**src/rtl/fft_pkg.sv**
```systemverilog
// Shared definitions for the FFT output reorder stage: default sizes,
// the read-FSM state encoding and the address bit-reversal helper.
// No logic, no latency, no flow control.
package fft_pkg;

  localparam int DATA_WIDTH_DEF = 16;
  localparam int FFT_POINTS_DEF = 64;
  localparam int ADDR_WIDTH_DEF = 6;

  // Widest address the bit-reversal helper handles; callers cast in/out.
  localparam int BITREV_MAX = 16;

  typedef enum logic {
    R_IDLE  = 1'b0,
    R_DRAIN = 1'b1
  } rd_state_t;

  // Reverse the low 'width' bits of 'a'; bits at and above 'width' are zero.
  function automatic logic [BITREV_MAX-1:0] bitrev(input logic [BITREV_MAX-1:0] a,
                                                   input int width);
    logic [BITREV_MAX-1:0] r;
    r = '0;
    for (int i = 0; i < BITREV_MAX; i++) begin
      if (i < width) begin
        r[i] = a[width-1-i];
      end
    end
    return r;
  endfunction

endpackage

```
**src/rtl/fft_pingpong_ram.sv**
```systemverilog
// Two-bank sample store: one synchronous write port, one asynchronous read port.
// Latency: write visible after the clock edge; read is combinational.
// Backpressure: none, the write port accepts whenever we=1.
module fft_pingpong_ram #(
  parameter int WORD_WIDTH = 32,
  parameter int ADDR_WIDTH = 6
) (
  input  logic                  clk,
  input  logic                  we,
  input  logic [ADDR_WIDTH:0]   waddr,
  input  logic [WORD_WIDTH-1:0] wdata,
  input  logic [ADDR_WIDTH:0]   raddr,
  output logic [WORD_WIDTH-1:0] rdata
);

  localparam int DEPTH = 2 ** (ADDR_WIDTH + 1);

  // Address MSB selects the bank, the rest is the bin within the bank.
  logic [WORD_WIDTH-1:0] mem [DEPTH];

  // Storage write; contents deliberately survive reset.
  always_ff @(posedge clk) begin
    if (we) begin
      mem[waddr] <= wdata;
    end
  end

  assign rdata = mem[raddr];

endmodule

```
**src/rtl/fft_bitrev_reorder.sv**
```systemverilog
// Reorders bit-reversed FFT output frames into natural bin order via a ping-pong buffer.
// Latency: bin 0 is presented one cycle after the last sample of a frame is written.
// Backpressure: input has none (samples dropped when the target bank is full); output is valid/ready.
// Optional: define FFT_REORDER_OVF_EN to enable the sticky overflow flag on dropped samples.
module fft_bitrev_reorder
  import fft_pkg::*;
#(
  parameter int DATA_WIDTH = DATA_WIDTH_DEF,
  parameter int FFT_POINTS = FFT_POINTS_DEF,
  parameter int ADDR_WIDTH = ADDR_WIDTH_DEF
) (
  input  logic                  clk,
  input  logic                  rst_n,
  input  logic                  in_valid,
  input  logic [DATA_WIDTH-1:0] in_real,
  input  logic [DATA_WIDTH-1:0] in_imag,
  output logic                  out_valid,
  input  logic                  out_ready,
  output logic [DATA_WIDTH-1:0] out_real,
  output logic [DATA_WIDTH-1:0] out_imag,
  output logic [ADDR_WIDTH-1:0] out_index,
  output logic                  out_last,
  output logic                  busy,
  output logic                  overflow
);

  localparam int                  SW       = 2 * DATA_WIDTH;
  localparam logic [ADDR_WIDTH-1:0] LAST_BIN = ADDR_WIDTH'(FFT_POINTS - 1);
  localparam logic [ADDR_WIDTH-1:0] ONE      = ADDR_WIDTH'(1);
  localparam logic [ADDR_WIDTH-1:0] ZERO     = '0;

  // Write side state
  logic                  wbank;
  logic [ADDR_WIDTH-1:0] wcnt;
  logic [1:0]            bank_full;

  // Read side state
  rd_state_t             rstate;
  logic                  rbank;
  logic [ADDR_WIDTH-1:0] rcnt;

  logic                  wr_en;
  logic                  wr_done;
  logic                  wr_drop;
  logic [ADDR_WIDTH-1:0] wr_rev;
  logic [ADDR_WIDTH:0]   wr_addr;
  logic                  rd_fire;
  logic                  rd_done;
  logic [ADDR_WIDTH-1:0] rcnt_nxt;
  logic [ADDR_WIDTH:0]   rd_addr;
  logic [SW-1:0]         rd_data;
  logic [1:0]            full_set;
  logic [1:0]            full_clr;

  // A sample is taken only if its target bank is free; otherwise it is lost.
  assign wr_en   = in_valid & ~bank_full[wbank];
  assign wr_drop = in_valid &  bank_full[wbank];
  assign wr_done = wr_en & (wcnt == LAST_BIN);
  assign wr_rev  = ADDR_WIDTH'(bitrev(BITREV_MAX'(wcnt), ADDR_WIDTH));
  assign wr_addr = {wbank, wr_rev};

  assign rd_fire  = out_valid & out_ready;
  assign rd_done  = rd_fire & (rcnt == LAST_BIN);
  assign rcnt_nxt = rcnt + ONE;

  fft_pingpong_ram #(
    .WORD_WIDTH (SW),
    .ADDR_WIDTH (ADDR_WIDTH)
  ) u_ram (
    .clk   (clk),
    .we    (wr_en),
    .waddr (wr_addr),
    .wdata ({in_real, in_imag}),
    .raddr (rd_addr),
    .rdata (rd_data)
  );

  // Read address: next bin to load into the output register, or bin 0 of the
  // other bank when the current frame is on its last bin.
  always_comb begin
    rd_addr = {rbank, ZERO};
    if (rstate == R_DRAIN) begin
      if (rcnt != LAST_BIN) begin
        rd_addr = {rbank, rcnt_nxt};
      end else begin
        rd_addr = {~rbank, ZERO};
      end
    end
  end

  // Full-flag set/clear requests; they always target different banks.
  always_comb begin
    full_set = 2'b00;
    full_clr = 2'b00;
    if (wr_done) begin
      full_set[wbank] = 1'b1;
    end
    if (rd_done) begin
      full_clr[rbank] = 1'b1;
    end
  end

  // Write pointer: bit-reversed fill of the current bank, flip banks on the last bin.
  always_ff @(posedge clk or negedge rst_n) begin
    if (!rst_n) begin
      wbank <= 1'b0;
      wcnt  <= '0;
    end else if (wr_en) begin
      if (wr_done) begin
        wbank <= ~wbank;
        wcnt  <= '0;
      end else begin
        wcnt  <= wcnt + ONE;
      end
    end
  end

  // Bank ownership: writer sets on frame completion, reader clears on last handshake.
  always_ff @(posedge clk or negedge rst_n) begin
    if (!rst_n) begin
      bank_full <= 2'b00;
    end else begin
      bank_full <= (bank_full & ~full_clr) | full_set;
    end
  end

  // Read FSM with registered outputs; chains directly into the other bank when it is ready.
  always_ff @(posedge clk or negedge rst_n) begin
    if (!rst_n) begin
      rstate    <= R_IDLE;
      rbank     <= 1'b0;
      rcnt      <= '0;
      out_valid <= 1'b0;
      out_real  <= '0;
      out_imag  <= '0;
      out_index <= '0;
      out_last  <= 1'b0;
    end else begin
      case (rstate)
        R_IDLE: begin
          if (bank_full[rbank]) begin
            rstate    <= R_DRAIN;
            rcnt      <= '0;
            out_valid <= 1'b1;
            out_real  <= rd_data[SW-1:DATA_WIDTH];
            out_imag  <= rd_data[DATA_WIDTH-1:0];
            out_index <= '0;
            out_last  <= (LAST_BIN == ZERO);
          end
        end
        R_DRAIN: begin
          if (rd_fire) begin
            if (!rd_done) begin
              rcnt      <= rcnt_nxt;
              out_real  <= rd_data[SW-1:DATA_WIDTH];
              out_imag  <= rd_data[DATA_WIDTH-1:0];
              out_index <= rcnt_nxt;
              out_last  <= (rcnt_nxt == LAST_BIN);
            end else begin
              rbank     <= ~rbank;
              rcnt      <= '0;
              out_index <= '0;
              out_last  <= 1'b0;
              if (bank_full[~rbank]) begin
                out_real <= rd_data[SW-1:DATA_WIDTH];
                out_imag <= rd_data[DATA_WIDTH-1:0];
              end else begin
                rstate    <= R_IDLE;
                out_valid <= 1'b0;
              end
            end
          end
        end
        default: begin
          rstate    <= R_IDLE;
          out_valid <= 1'b0;
        end
      endcase
    end
  end

  assign busy = bank_full[0] | bank_full[1] | (wcnt != ZERO) | out_valid;

`ifdef FFT_REORDER_OVF_EN
  // Sticky drop indicator, cleared only by reset.
  always_ff @(posedge clk or negedge rst_n) begin
    if (!rst_n) begin
      overflow <= 1'b0;
    end else if (wr_drop) begin
      overflow <= 1'b1;
    end
  end
`else
  // Drop detection is not built; the drop signal is folded away.
  logic unused_drop;
  assign unused_drop = wr_drop;
  assign overflow    = 1'b0;
`endif

endmodule

```
**config.mk**
```make
export PLATFORM = sky130hd
export DESIGN_NAME = fft_bitrev_reorder
export DESIGN_NICKNAME = d
export VERILOG_FILES = /design/src/rtl/fft_pkg.sv /design/src/rtl/fft_pingpong_ram.sv /design/src/rtl/fft_bitrev_reorder.sv
export SDC_FILE = /design/constraint.sdc
export NUM_CORES = 2
export LEC_CHECK = 0
export ABC_AREA = 0
export CELL_PAD_IN_SITES_DETAIL_PLACEMENT = 0
export CELL_PAD_IN_SITES_GLOBAL_PLACEMENT = 2
export CORE_MARGIN = 3
export CORE_UTILIZATION = 45
export CTS_CLUSTER_SIZE = 14
export DETAILED_ROUTE_END_ITERATION = 8
export PLACE_DENSITY_LB_ADDON = 0.1
export REMOVE_ABC_BUFFERS = 1
export SLEW_MARGIN = 25
export SYNTH_ARGS = -nofsm -noshare
export SYNTH_HDL_FRONTEND = slang
export SYNTH_SLANG_ARGS = --single-unit
```
**constraint.sdc**
```tcl
create_clock -name clk -period 4.4 [get_ports clk]
set_input_delay 0.88 -clock clk [delete_from_list [all_inputs] [get_ports clk]]
set_output_delay 0.88 -clock clk [all_outputs]
set_load 0.05 [all_outputs]
```
==> impl_metrics.tcl <==
set metrics [dict create \
    peakVddDrop_mv 0.356 \
    slew_headroom_pct 19.6 \
    crit_path_top_delay_cell "nand2_2" \
    clock_sinks 4147 \
    wl_mm 609 \
    crit_chain "inv_8, ha_1, buf_4, nand2_2, buf_4, buf_4, a21oi_1, or4_1, a31oi_1, o311a_1, nor4_1" \
    power_frac_comb_pct 2.8 \
    initial_core_util_pct 45.4 \
    fillCellCount 28300 \
    instances_no_fill 15100 \
    grt_pass1_vias 93400 \
    rsz0062_at_grt "no" \
    dieArea_um2 365000 \
    synth_area_leaders "edfxtp_1 (76%), mux4_2 (5.7%), nand2_1 (2.9%)" \
    post-place-ws_ns -0.359 \
    syn_area_per_cell_um2 17.3 \
    finalCritPeriodShare_pct 101 \
    synth_edf_count 4096 \
    synthCells 9324 \
    synth_top_family_by_area "multiplexers" \
    clockBufferDepth 4 \
    cellLeakagePower_nw 59.0 \
    hpwl_mm 360 \
    clock_latency_ns 1.03 \
    hold_viol_final 0 \
    worstHoldPathCells 1 \
    vias 97900 \
    synthMuxAreaShare_pct 8.14 \
    first_pass_iters 6 \
    synth_simple_gate_area_share_pct 5.41 \
    cts_root_buf "clkbuf_16" \
    ff2ff_setup_slack_ns -0.03 \
    r2r-end "out_real[4]$_DFFE_PN0P_" \
    max_stage_delay_ns 0.69 \
    violations "negative setup slack" \
    crit_family "simple AND/OR/NAND/NOR gates" \
    ant_nets 0 \
    maxSlewViolCount 0 \
    cp.arrival_ns 5.28 \
    synth-seq-cells 4147 \
    overflow 0 \
    grt_pass1_wl_mm 823 \
    drt_iter0_drc 15300 \
    reg2reg_depth 11 \
    syn_area_um2 161000 \
    yosys.area_share.xor_xnor_pct 0.0591 \
    cp.required_ns 5.25 \
    io_buffers 76 \
    crit_buf_inv 4 \
    place_area_um2 175000 \
    layout-drive-gt1-share_pct 19.9 \
    grt_max_degree 129 \
    swShare_pct 21.5 \
    cp-start-kind "flop" \
    regArea_um2 124000 \
    synth_compound_area_share_pct 7.18 \
    final_common_cell "edfxtp_1" \
    place_congestion 0.933 \
    final_nets 10000 \
    whs_ns 0.305 \
    antenna_found_initial 60 \
    r2r-start "rcnt[0]$_DFFE_PN0P_" \
    multiInputGateArea_um2 34900 \
    hold_class "in -> reg" \
    sequentialPowerShare_pct 53.4 \
    ys_seq_area_share_pct 77.3 \
    synth-async-reset-ratio_pct 1.23 \
    cts_buffers 438 \
    p_sw_mw 17.8 \
    tightest_slew_ns 1.21 \
    p_int_mw 64.9 \
    path_max_fanout 14 \
    clkPwrFrac_pct 43.7 \
    min_to "u_ram.mem[118][15]$_DFFE_PP_" \
    final_area_um2 189000 \
    layout_min_cycle_time_ns 4.43 \
    die_h_um 604 \
    io_pins 78 \
    via_per_inst 6.49 \
    path_clk_slew_ns 0.06 \
    fmaxAchievable_mhz 226 \
    fp.coreArea_um2 354000 \
    yosysTopAreaCell "edfxtp_1" \
    crit_top_cell "buf_4" \
    endpoint_kind "flop" \
    synthAdderAreaFrac_pct 0.0311 \
    worstHoldStart "in_imag[15]" \
    synthFlopType "edfxtp_1" \
    p_per_area_nw_per_um2 438 \
    std_cell_rows 218 \
    critical_path_class "reg -> reg" \
    status "complete, but fails checks" \
    cap_violations 0 \
    area_growth_pct 17.4 \
    groute.usage.overall_pct 33.0 \
    clock_skew_ns 0.0690 \
    cts_tree "yes" \
    htreeDepth 5 \
    wire_per_inst_um 40.4 \
    fin_ws_ns -0.0317 \
    yosys_warnings 0 \
    synth.top_cell.area_share_pct 76.5 \
    layout_common_cells "edfxtp_1 (4,096), nand2_1 (1,253), buf_4 (548)" \
    chipWidth_um 604 \
    ys_types 83 \
    fin_util_pct 53.3 \
    place_inst 14300 \
    finalSetupViolCount 2 \
    drc 0 \
]
## power by group through the flow
| stage | Clock, mW | Combinational, mW | Sequential [mW] |
|---|---|---|---|
| 2_1_floorplan | 0 | 0.486 | 45.0 |
| 3_3_place_gp | 0 | 2.26 | 45.0 |
| 3_5_place_dp | 0 | 2.32 | 45.0 |
| 4_1_cts | 36.6 | 2.32 | 44.2 |
| 5_1_grt | 38.1 | 2.40 | 44.2 |
| 6_report | 36.2 | 2.34 | 44.2 |
## cell families after synthesis
| family | after synthesis |
|---|---|
| xor+xnor | 10 |
| flops | 4147 |
| simple gates | 2050 |
| other cells | 1 |
| mux | 794 |
| compound gates | 1673 |
| buf+inv | 645 |
| fa+ha+maj | 4 |
## cells in the mapped netlist, types with 60 or more instances
master and count:
nand2_1 1260, o21ai_0 173, a31oi_1 229, o221ai_1 119, nor3_1 69, a211oi_1 268
buf_4 78, and3_1 88, mux4_2 406, nor2_1 215, o22ai_1 211, a22oi_1 68
mux2i_1 337, buf_2 261, clkbuf_1 240, nand3_1 304, a21oi_1 223, edfxtp_1 4096
a221oi_1 61, a32oi_1 60
## repair_timing
item                                    CTS  global route
hold buffers                              1             0
gates resized for setup                   8             2
endpoints found under the setup margin   22             6
pin swaps                                 1             1
buffers inserted                          2             6
hold endpoints to repair                 35             0
## area by class of cell
type | count | area share [%]
diodes | 20 | 0.0265
clock buffers | 537 | 6.06
clock inverters | 249 | 1.26
inverters | 8 | 0.0199
multi-input cells | 4532 | 18.5
flip-flops and latches | 4147 | 65.8
well taps | 4730 | 3.13
repair buffers | 856 | 5.20
## flip-flops by register name, indices dropped and copies added (netlist names)
register	flops
out_real	16
rbank	1
wcnt	6
bank_full	2
out_valid	1
rcnt	6
wbank	1
out_last	1
u_ram.mem	4096
rstate	1
out_imag	16
## per-stage QoR
step / power [mW] / TNS [ns]
3_5_place_dp: 47.3 / -3.18
5_1_grt: 84.7 / 0
3_3_place_gp: 47.3 / -5.47
6_report: 82.7 / -0.0403
4_1_cts: 83.1 / 0
2_1_floorplan: 45.5 / -1748.07
## worst max path at each step
stage | from | to | cells after the start
after detailed placement | rcnt[0]$_DFFE_PN0P_ | out_real[1]$_DFFE_PN0P_ | 12
final | rcnt[0]$_DFFE_PN0P_ | out_real[4]$_DFFE_PN0P_ | 11
after global routing | rcnt[0]$_DFFE_PN0P_ | out_imag[12]$_DFFE_PN0P_ | 13
after global placement | rcnt[0]$_DFFE_PN0P_ | out_imag[11]$_DFFE_PN0P_ | 13
after CTS | rcnt[0]$_DFFE_PN0P_ | out_real[6]$_DFFE_PN0P_ | 13
after floorplan | rcnt[0]$_DFFE_PN0P_ | out_real[0]$_DFFE_PN0P_ | 9
## routing by layer
layer / track usage (%) / part of all wire (%) / vias to the layer above
met2: 50.8 / 46 / 5762
li1: - / - / 38900
met4: 15.0 / 5.2 / 20
met3: 5.96 / 9.5 / 1051
met5: 0 / 0.019 / -
met1: 46.0 / 39 / 52100
No activity file was read; power rests on OpenSTA's default activity.
